--- src/rtl/uart_rx.sv ---
// UART receiver: 2-flop synchronizer, 3-point majority vote per bit,
// optional even/odd parity, single stop bit, registered 1-cycle result pulses.
//
//   state  | meaning
//   IDLE   | line idle, waiting for rx_s low (this cycle is edge 0 of start)
//   START  | qualifying start bit; a resolved 1 is treated as a glitch
//   DATA   | sampling WIDTH data bits, LSB first
//   PARITY | sampling parity bit, mismatch recorded
//   STOP   | sampling stop bit; leaves at resolution, not at bit end
module uart_rx #(
    parameter int WIDTH      = 8,
    parameter int OVERSAMPLE = 8
) (
    input  logic             clk,
    input  logic             rst,
    input  logic             RX_IN,
    input  logic             PAR_EN,
    input  logic             PAR_TYP,
    output logic [WIDTH-1:0] P_DATA,
    output logic             DATA_VALID,
    output logic             PAR_ERR,
    output logic             STP_ERR
);

    localparam int EW = $clog2(OVERSAMPLE);
    localparam int BW = (WIDTH > 1) ? $clog2(WIDTH) : 1;
    localparam logic [EW-1:0] EDGE_S0   = EW'(OVERSAMPLE / 2 - 1);
    localparam logic [EW-1:0] EDGE_S1   = EW'(OVERSAMPLE / 2);
    localparam logic [EW-1:0] EDGE_RES  = EW'(OVERSAMPLE / 2 + 1);
    localparam logic [EW-1:0] EDGE_LAST = EW'(OVERSAMPLE - 1);
    localparam logic [BW-1:0] BIT_LAST  = BW'(WIDTH - 1);

    typedef enum logic [2:0] {IDLE, START, DATA, PARITY, STOP} state_t;

    logic             rx_meta_q, rx_s_q;
    state_t           state_q, state_d;
    logic [EW-1:0]    edge_cnt_q, edge_cnt_d;
    logic [BW-1:0]    bit_cnt_q, bit_cnt_d;
    logic [WIDTH-1:0] shift_q, shift_d;
    logic [1:0]       samp_q, samp_d;
    logic             par_en_q, par_en_d;
    logic             par_typ_q, par_typ_d;
    logic             par_bad_q, par_bad_d;
    logic [WIDTH-1:0] p_data_q, p_data_d;
    logic             data_valid_q, data_valid_d;
    logic             par_err_q, par_err_d;
    logic             stp_err_q, stp_err_d;

    logic resolve, bit_val, par_exp;

    assign resolve = (edge_cnt_q == EDGE_RES);
    assign bit_val = (samp_q[0] & samp_q[1]) | (samp_q[0] & rx_s_q) | (samp_q[1] & rx_s_q);
    assign par_exp = par_typ_q ? ~^shift_q : ^shift_q;

    // Bring the asynchronous serial line into the clk domain.
    always_ff @(posedge clk or negedge rst) begin
        if (!rst) begin
            rx_meta_q <= 1'b1;
            rx_s_q    <= 1'b1;
        end else begin
            rx_meta_q <= RX_IN;
            rx_s_q    <= rx_meta_q;
        end
    end

    // Next-state, counters, sampling and result pulses.
    always_comb begin
        state_d      = state_q;
        edge_cnt_d   = edge_cnt_q + EW'(1);
        bit_cnt_d    = bit_cnt_q;
        shift_d      = shift_q;
        samp_d       = samp_q;
        par_en_d     = par_en_q;
        par_typ_d    = par_typ_q;
        par_bad_d    = par_bad_q;
        p_data_d     = p_data_q;
        data_valid_d = 1'b0;
        par_err_d    = 1'b0;
        stp_err_d    = 1'b0;

        if (edge_cnt_q == EDGE_S0) samp_d[0] = rx_s_q;
        if (edge_cnt_q == EDGE_S1) samp_d[1] = rx_s_q;

        case (state_q)
            IDLE: begin
                edge_cnt_d = '0;
                if (!rx_s_q) begin
                    // The detecting cycle already counts as edge 0 of the start bit.
                    state_d    = START;
                    edge_cnt_d = EW'(1);
                    bit_cnt_d  = '0;
                    par_en_d   = PAR_EN;
                    par_typ_d  = PAR_TYP;
                    par_bad_d  = 1'b0;
                end
            end
            START: begin
                if (resolve && bit_val) begin
                    state_d    = IDLE;
                    edge_cnt_d = '0;
                end else if (edge_cnt_q == EDGE_LAST) begin
                    state_d    = DATA;
                    edge_cnt_d = '0;
                end
            end
            DATA: begin
                if (resolve) shift_d = {bit_val, shift_q[WIDTH-1:1]};
                if (edge_cnt_q == EDGE_LAST) begin
                    edge_cnt_d = '0;
                    if (bit_cnt_q == BIT_LAST) begin
                        bit_cnt_d = '0;
                        state_d   = par_en_q ? PARITY : STOP;
                    end else begin
                        bit_cnt_d = bit_cnt_q + BW'(1);
                    end
                end
            end
            PARITY: begin
                if (resolve && (bit_val != par_exp)) par_bad_d = 1'b1;
                if (edge_cnt_q == EDGE_LAST) begin
                    state_d    = STOP;
                    edge_cnt_d = '0;
                end
            end
            STOP: begin
                // Leaving at mid-bit gives slack for back-to-back frames and clock skew.
                if (resolve) begin
                    state_d    = IDLE;
                    edge_cnt_d = '0;
                    if (bit_val && !par_bad_q) begin
                        data_valid_d = 1'b1;
                        p_data_d     = shift_q;
                    end
                    par_err_d = par_bad_q;
                    stp_err_d = ~bit_val;
                end
            end
            default: begin
                state_d    = IDLE;
                edge_cnt_d = '0;
            end
        endcase
    end

    // State and datapath registers.
    always_ff @(posedge clk or negedge rst) begin
        if (!rst) begin
            state_q      <= IDLE;
            edge_cnt_q   <= '0;
            bit_cnt_q    <= '0;
            shift_q      <= '0;
            samp_q       <= '0;
            par_en_q     <= 1'b0;
            par_typ_q    <= 1'b0;
            par_bad_q    <= 1'b0;
            p_data_q     <= '0;
            data_valid_q <= 1'b0;
            par_err_q    <= 1'b0;
            stp_err_q    <= 1'b0;
        end else begin
            state_q      <= state_d;
            edge_cnt_q   <= edge_cnt_d;
            bit_cnt_q    <= bit_cnt_d;
            shift_q      <= shift_d;
            samp_q       <= samp_d;
            par_en_q     <= par_en_d;
            par_typ_q    <= par_typ_d;
            par_bad_q    <= par_bad_d;
            p_data_q     <= p_data_d;
            data_valid_q <= data_valid_d;
            par_err_q    <= par_err_d;
            stp_err_q    <= stp_err_d;
        end
    end

    assign P_DATA     = p_data_q;
    assign DATA_VALID = data_valid_q;
    assign PAR_ERR    = par_err_q;
    assign STP_ERR    = stp_err_q;

endmodule
--- config.mk ---
export PLATFORM = sky130hd
export DESIGN_NAME = uart_rx
export DESIGN_NICKNAME = d
export VERILOG_FILES = /design/src/rtl/uart_rx.sv
export SDC_FILE = /design/constraint.sdc
export NUM_CORES = 1
export LEC_CHECK = 0
export CAP_MARGIN = 20
export CORE_MARGIN = 1.5
export CORE_UTILIZATION = 33
export CTS_BUF_LIST = sky130_fd_sc_hd__clkbuf_4
export CTS_CLUSTER_DIAMETER = 120
export DETAILED_ROUTE_END_ITERATION = 8
export GPL_ROUTABILITY_DRIVEN = 0
export PLACE_DENSITY = 0.6
export SETUP_SLACK_MARGIN = 0.5
export SLEW_MARGIN = 10
export SYNTH_ARGS = -nofsm -noshare
export SYNTH_HDL_FRONTEND = slang
export SYNTH_SLANG_ARGS = --single-unit
export TNS_END_PERCENT = 20
--- constraint.sdc ---
create_clock -name clk -period 2.2 [get_ports clk]
set_clock_uncertainty 0.15 [all_clocks]
set_input_delay 0.22 -clock clk [delete_from_list [all_inputs] [get_ports clk]]
set_output_delay 0.22 -clock clk [all_outputs]
set_load 0.01 [all_outputs]
==> reports/results.txt, run 1 <==
core footprint - 5110 µm²
share of the synthesized area in the top cell type - 0.474
# DRC - 0
register area - 883 µm²
Peak VDD IR - 0.477 mV
CTS hold repair buffers - 0
area leader, netlist - dfrtp_1
Setup WS post-layout - 380 ps
unrepaired setup endpoints after global routing - yes
antenna violations before repair - 0
reg-to-reg startpoint - rx_s_q
Inserted Diodes - 0
Final Slew Violations - 0
Post-synth ARST share - 1.00
Flop pwr share - 0.388
Crit Path Class - flop to flop
DIE AREA - 5720 µm²
largest net degree at the start of global routing - 36
Non-Filler Instances - 244
Die W - 75.7 µm
Sw Share - 0.364
WL/cell - 14.4 µm
DRT Pass-1 Iters - 4
# setup viols final - 0
Place WS - 301 ps
wire length of the first global-routing pass - 5670 µm
port bufs - 15
P&R area growth vs syn - 32.2%
Post-synth EDFFs - 0
number of fill cells in the layout - 473
die height - 75.7 µm
final WL - 3510 µm
Final HPWL DP - 2270 µm
worst hold path type - primary input to asynchronous set/reset pin
vias in the first global route - 1196
Ys Warns - 0
Worst-Skew Late Latency - 360 ps
Multi-input gate area - 926 µm²
Clock Path Buffers - 2
clk root buf - clkbuf_4
Mapped Cells - 137
Int Pwr - 1.47 mW
FF+latch count, synth - 35
CP startpoint kind - flop
clock share of power - 0.210
Comb power frac - 0.402
Design Power - 2.32 mW
# Max-Cap Violations - 0
Cell variety after synth - 38
Remaining Overflow, GRT - 0
Worst EP required - 2300 ps
Post-synth top cells - dfrtp_1, mux2_2, nand2_1
sequential area share after synthesis - 0.504
hold_ws - 99.5 ps
mean post-synth cell area - 12.7 µm²
Cell Rows - 26
critical path launch point - rx_s_q
Net count, final - 186
Setup crit end kind - flop
total number of H-tree levels - 2
crit path max fanout - 7
setup TNS - 0 ps
Fmax - 0.549 GHz
CTS tree - built
synthesized area - 1740 µm²
net switching power - 0.846 mW
most frequent cell after synthesis - dfrtp_1
Worst EP arrival - 1930 ps
post-placement cell count - 224
1st-iter DRT viols - 61
crit share post-route - 0.827
fin util - 0.451
Num CTS Buffers - 5
Tmin final - 1820 ps
Leak - 1.07 nW
outcome - finished, final reports clean
post-route cell area - 2300 µm²
Slew headroom - 0.706
Pwr Density - 1010 nW/µm²
area of placed instances - 2020 µm²
Initial Util - 0.341
CTS sink cnt - 35
Post-Synthesis Net Count - 150
GR Util All Layers - 0.138
Via-to-Cell Ratio - 4.68
Top FF cell, synth - dfrtp_1
Least-Margin Pin Slew - 441 ps
top cells by area, synth - dfrtp_1, mux2_2, mux2_4
ratio of cells with drive above 1 in the final layout - 0.402
I/O pins - 16
post-route ant nets - 0
total number of vias - 1143
Hold Vio Cnt, Final - 0
Clock Pin Slew Worst Setup and Hold Paths - 120 ps
registers in the layout (all words and copies together), names as in the netlist, 2 cells and up:
register and cells:
P_DATA 8, shift_q 8, bit_cnt_q 3, edge_cnt_q 3, state_q 3, samp_q 2
cell usage in the layout (no fill, tap or decap), types with 3 or more instances in the layout:
master           count
dfrtp_1             29
nor2_1               4
nand3_1              3
ha_4                 3
ha_1                 4
clkdlybuf4s50_1     15
buf_4               14
mux2_2               8
dfrtp_2              4
mux2_4              11
xnor2_1              7
nand2_1             11
a21oi_1              3
nor2b_1              3
inv_1                8
clkbuf_4             5
power by group through the flow:
stage / sequential (mW) / combinational [mW] / clock, mW
2_1_floorplan: 0.843 / 0.596 / 0
3_3_place_gp: 0.874 / 0.699 / 0
3_5_place_dp: 0.881 / 0.731 / 0
4_1_cts: 0.895 / 0.880 / 0.504
5_1_grt: 0.917 / 1.02 / 0.530
6_report: 0.899 / 0.934 / 0.488
cells by family (layout without fill, tap and decap cells):
kind of cell,after synthesis,count (layout),share of synthesized area
compound gates,16,16,0.0826
xor+xnor,9,9,0.0453
fa+ha+maj,9,9,0.0654
buf+inv,12,48,0.0316
flops,35,35,0.504
mux,20,20,0.147
simple gates,36,37,0.124
layer usage:
| metal | vias up | part of all wire | track usage |
|---|---|---|---|
| met5 | - | 0 | 0 |
| met2 | 20 | 0.51 | 0.235 |
| met1 | 573 | 0.43 | 0.163 |
| met4 | 0 | 0.018 | 0.0655 |
| met3 | 6 | 0.038 | 0.0344 |
| li1 | 544 | - | - |
repair_timing:
item / CTS / global route
pin swaps: 9 / 6
gates cloned: 1 / 0
buffers inserted: 7 / 4
resized for setup: 19 / 1
setup endpoints to repair: 22 / 32
worst max-delay path, cell delays in order (launching register included):
cell	delay [ps]
dfstp_2	620
maj3_4	290
nand3_1	130
a21oi_1	270
or2_1	180
a21oi_1	80
final timing paths:
path | end | slack (ps) | cells past startpoint
worst max-delay path | edge_cnt_q[2] | 380 | 5
worst min register to register | rx_s_q | 210 | 0
max in group asynchronous | rx_meta_q | 1450 | 2
worst max register to register | edge_cnt_q[2] | 380 | 5
worst min-delay path | bit_cnt_q[0] | 100 | 2
min in group clk | rx_meta_q | 100 | 1
cell type report:
| type | instances | area share |
|---|---|---|
| inverter | 9 | 0.0147 |
| tap | 70 | 0.0380 |
| clock inverter | 3 | 0.0207 |
| multi-input combinational | 91 | 0.402 |
| sequential | 35 | 0.384 |
| clock buffer | 5 | 0.0163 |
| timing repair buffer | 31 | 0.124 |
(Power assumes the default switching activity.)
==> inputs of run 2 (changes only) <==
PLACE_DENSITY = 0.62   (was 0.6)
clock period = 1.5 ns   (was 2.2 ns; I/O delays follow)
==> run 2 against run 1 <==
  * The run now ends with hold timing, setup timing left
  * Utilization increased by 3.3 points
  * Non-clock buffer count is 20 higher
  * Sequential power grew 40%
  * Register-to-register slack got worse by 700 ps
  * Critical endpoint is now state_q[2]
==> reports/results.txt, run 2 (synthesized netlist as in run 1, its figures left out) <==
Tmin final - 1820 ps (+1.34 ps)
CTS sink cnt - 35 (unchanged)
total number of H-tree levels - 2 (unchanged)
end of the worst register-to-register path - state_q[2]
WL/cell - 14.2 µm (-1.2%)
Non-Filler Instances - 264 (+8.2%)
Peak VDD IR - 0.798 mV (+67%)
DIE AREA - 5720 µm² (unchanged)
Fmax - 0.549 GHz (about the same)
crit path max fanout - 5 (-2)
Pwr Density - 1460 nW/µm² (+45%)
Worst-Skew Late Latency - 340 ps (-20 ps)
port bufs - 15 (unchanged)
GR Util All Layers - 0.147 (+0.00888)
# setup viols final - 30 (+30)
post-route ant nets - 0 (unchanged)
# DRC - 0 (unchanged)
Setup crit end kind - flop
unrepaired setup endpoints after global routing - yes
Cell Rows - 26 (unchanged)
Die W - 75.7 µm (unchanged)
Worst EP required - 1630 ps (-670 ps)
Remaining Overflow, GRT - 0 (unchanged)
CTS tree - built
max incr delay on CP - 490 ps (-130 ps)
Setup WS post-layout - -321 ps (-701 ps)
hold_ws - -106 ps (-206 ps)
Slew headroom - 0.759 (+0.0534)
ratio of cells with drive above 1 in the final layout - 0.557 (+0.154)
clk root buf - clkbuf_4
number of fill cells in the layout - 437 (-7.6%)
Slowest cell on crit path - or4_1
vias in the first global route - 1315 (+9.9%)
Final HPWL DP - 2560 µm (+13%)
Clock Pin Slew Worst Setup and Hold Paths - 110 ps (about the same)
P&R area growth vs syn - 41.9%
I/O pins - 16 (unchanged)
DRT Pass-1 Iters - 4 (unchanged)
largest net degree at the start of global routing - 32 (-11%)
crit share post-route - 1.21 (+0.387)
Net count, final - 206 (+11%)
die height - 75.7 µm (unchanged)
total number of vias - 1207 (+5.6%)
1st-iter DRT viols - 46 (-25%)
failing checks - hold timing, setup timing
most common cell after layout, fill and taps aside - dfrtp_1
worst hold path type - primary input to asynchronous set/reset pin
Hold Vio Cnt, Final - 4 (+4)
Num CTS Buffers - 5 (unchanged)
Multi-input gate area - 993 µm² (+7.3%)
outcome - finished with violations
Inserted Diodes - 0 (unchanged)
final WL - 3750 µm (+6.9%)
Worst R2R Setup Slack - -320 ps (-700 ps)
Clock Path Buffers - 2 (unchanged)
core footprint - 5110 µm² (unchanged)
most frequent cells in the layout - dfrtp_1, buf_4, mux2_4, nand2_1, buf_2
Crit Path Class - flop to flop
Leak - 1.22 nW (+14%)
Final Slew Violations - 0 (unchanged)
wire length of the first global-routing pass - 6090 µm (+7.4%)
register area - 881 µm² (-0.28%)
setup TNS - -5700 ps (-5700 ps)
Via-to-Cell Ratio - 4.57 (-2.4%)
post-placement cell count - 251 (+12%)
Cell Chain, Critical Path - inv_2, ha_4, nand2_8, a2bb2oi_4, a21oi_2, or4_1, nand2_1
Worst EP arrival - 1960 ps (+30 ps)
antenna violations before repair - 0 (unchanged)
reg-to-reg startpoint - edge_cnt_q[1]
Least-Margin Pin Slew - 358 ps (-83.3 ps)
worst r2r path cells - 7 (+2)
Initial Util - 0.341 (unchanged)
CP startpoint kind - flop
# Max-Cap Violations - 0 (unchanged)
## run 2: stage by stage
stage | area, µm² | total power, mW | hold WS (ps) | utilization | setup WS [ps]
2_1_floorplan | 1770 | 2.11 | -296 | - | -236
3_3_place_gp | 2260 | 2.65 | 196 | 0.443 | -243
3_5_place_dp | 2260 | 2.70 | 199 | 0.443 | -324
4_1_cts | 2430 | 3.54 | -117 | 0.475 | -277
5_1_grt | 2470 | 3.85 | -112 | 0.484 | -362
6_report | 2470 | 3.62 | -106 | 0.484 | -321
## run 2: timing repair
action                                 in CTS  in global routing
buffers inserted                            4                  0
endpoints found under the hold margin       4                  4
resized for setup                          73                 10
cloned                                      1                  0
setup endpoints to repair                  44                 44
pin swaps                                   7                  2
## run 2: critical path, delay by kind of cell (launching register included)
kind / cells / cell delay (ps)
AO/OA/AOI/OAI: 2 / 240
buffers and inverters: 1 / 100
adder cells (fa/ha/maj): 1 / 170
AND/OR/NAND/NOR: 3 / 660
flip-flops: 1 / 450
## run 2: worst max path at each step
stage | start | to | slack (ps) | depth (start not counted)
6_report | edge_cnt_q[1] | state_q[2] | -320 | 7
5_1_grt | edge_cnt_q[1] | state_q[2] | -360 | 7
4_1_cts | state_q[2] | state_q[2] | -280 | 5
3_5_place_dp | edge_cnt_q[1] | state_q[2] | -320 | 7
3_3_place_gp | edge_cnt_q[1] | state_q[1] | -240 | 7
2_1_floorplan | edge_cnt_q[1] | state_q[2] | -240 | 7
## run 2: final cells by class
| cell class | count | area share |
|---|---|---|
| Clock inverter | 1 | 0.00203 |
| Inverter | 9 | 0.0137 |
| Multi-Input combinational cell | 91 | 0.402 |
| Tap cell | 70 | 0.0354 |
| Sequential cell | 35 | 0.356 |
| Timing Repair Buffer | 51 | 0.169 |
| Clock buffer | 7 | 0.0213 |
## run 2: where the power goes
| group | internal [mW] | switching (mW) |
|---|---|---|
| logic | 0.994 | 0.835 |
| registers | 1.10 | 0.156 |
| clock network | 0.219 | 0.314 |
| total | 2.32 | 1.30 |
## run 2: routing by layer
| metal | global-route usage | up-vias | share of wire |
|---|---|---|---|
| li1 | - | 586 | - |
| met1 | 0.166 | 589 | 0.41 |
| met2 | 0.261 | 21 | 0.54 |
| met3 | 0.0357 | 11 | 0.025 |
| met4 | 0.0655 | 0 | 0.022 |
| met5 | 0 | - | 0 |
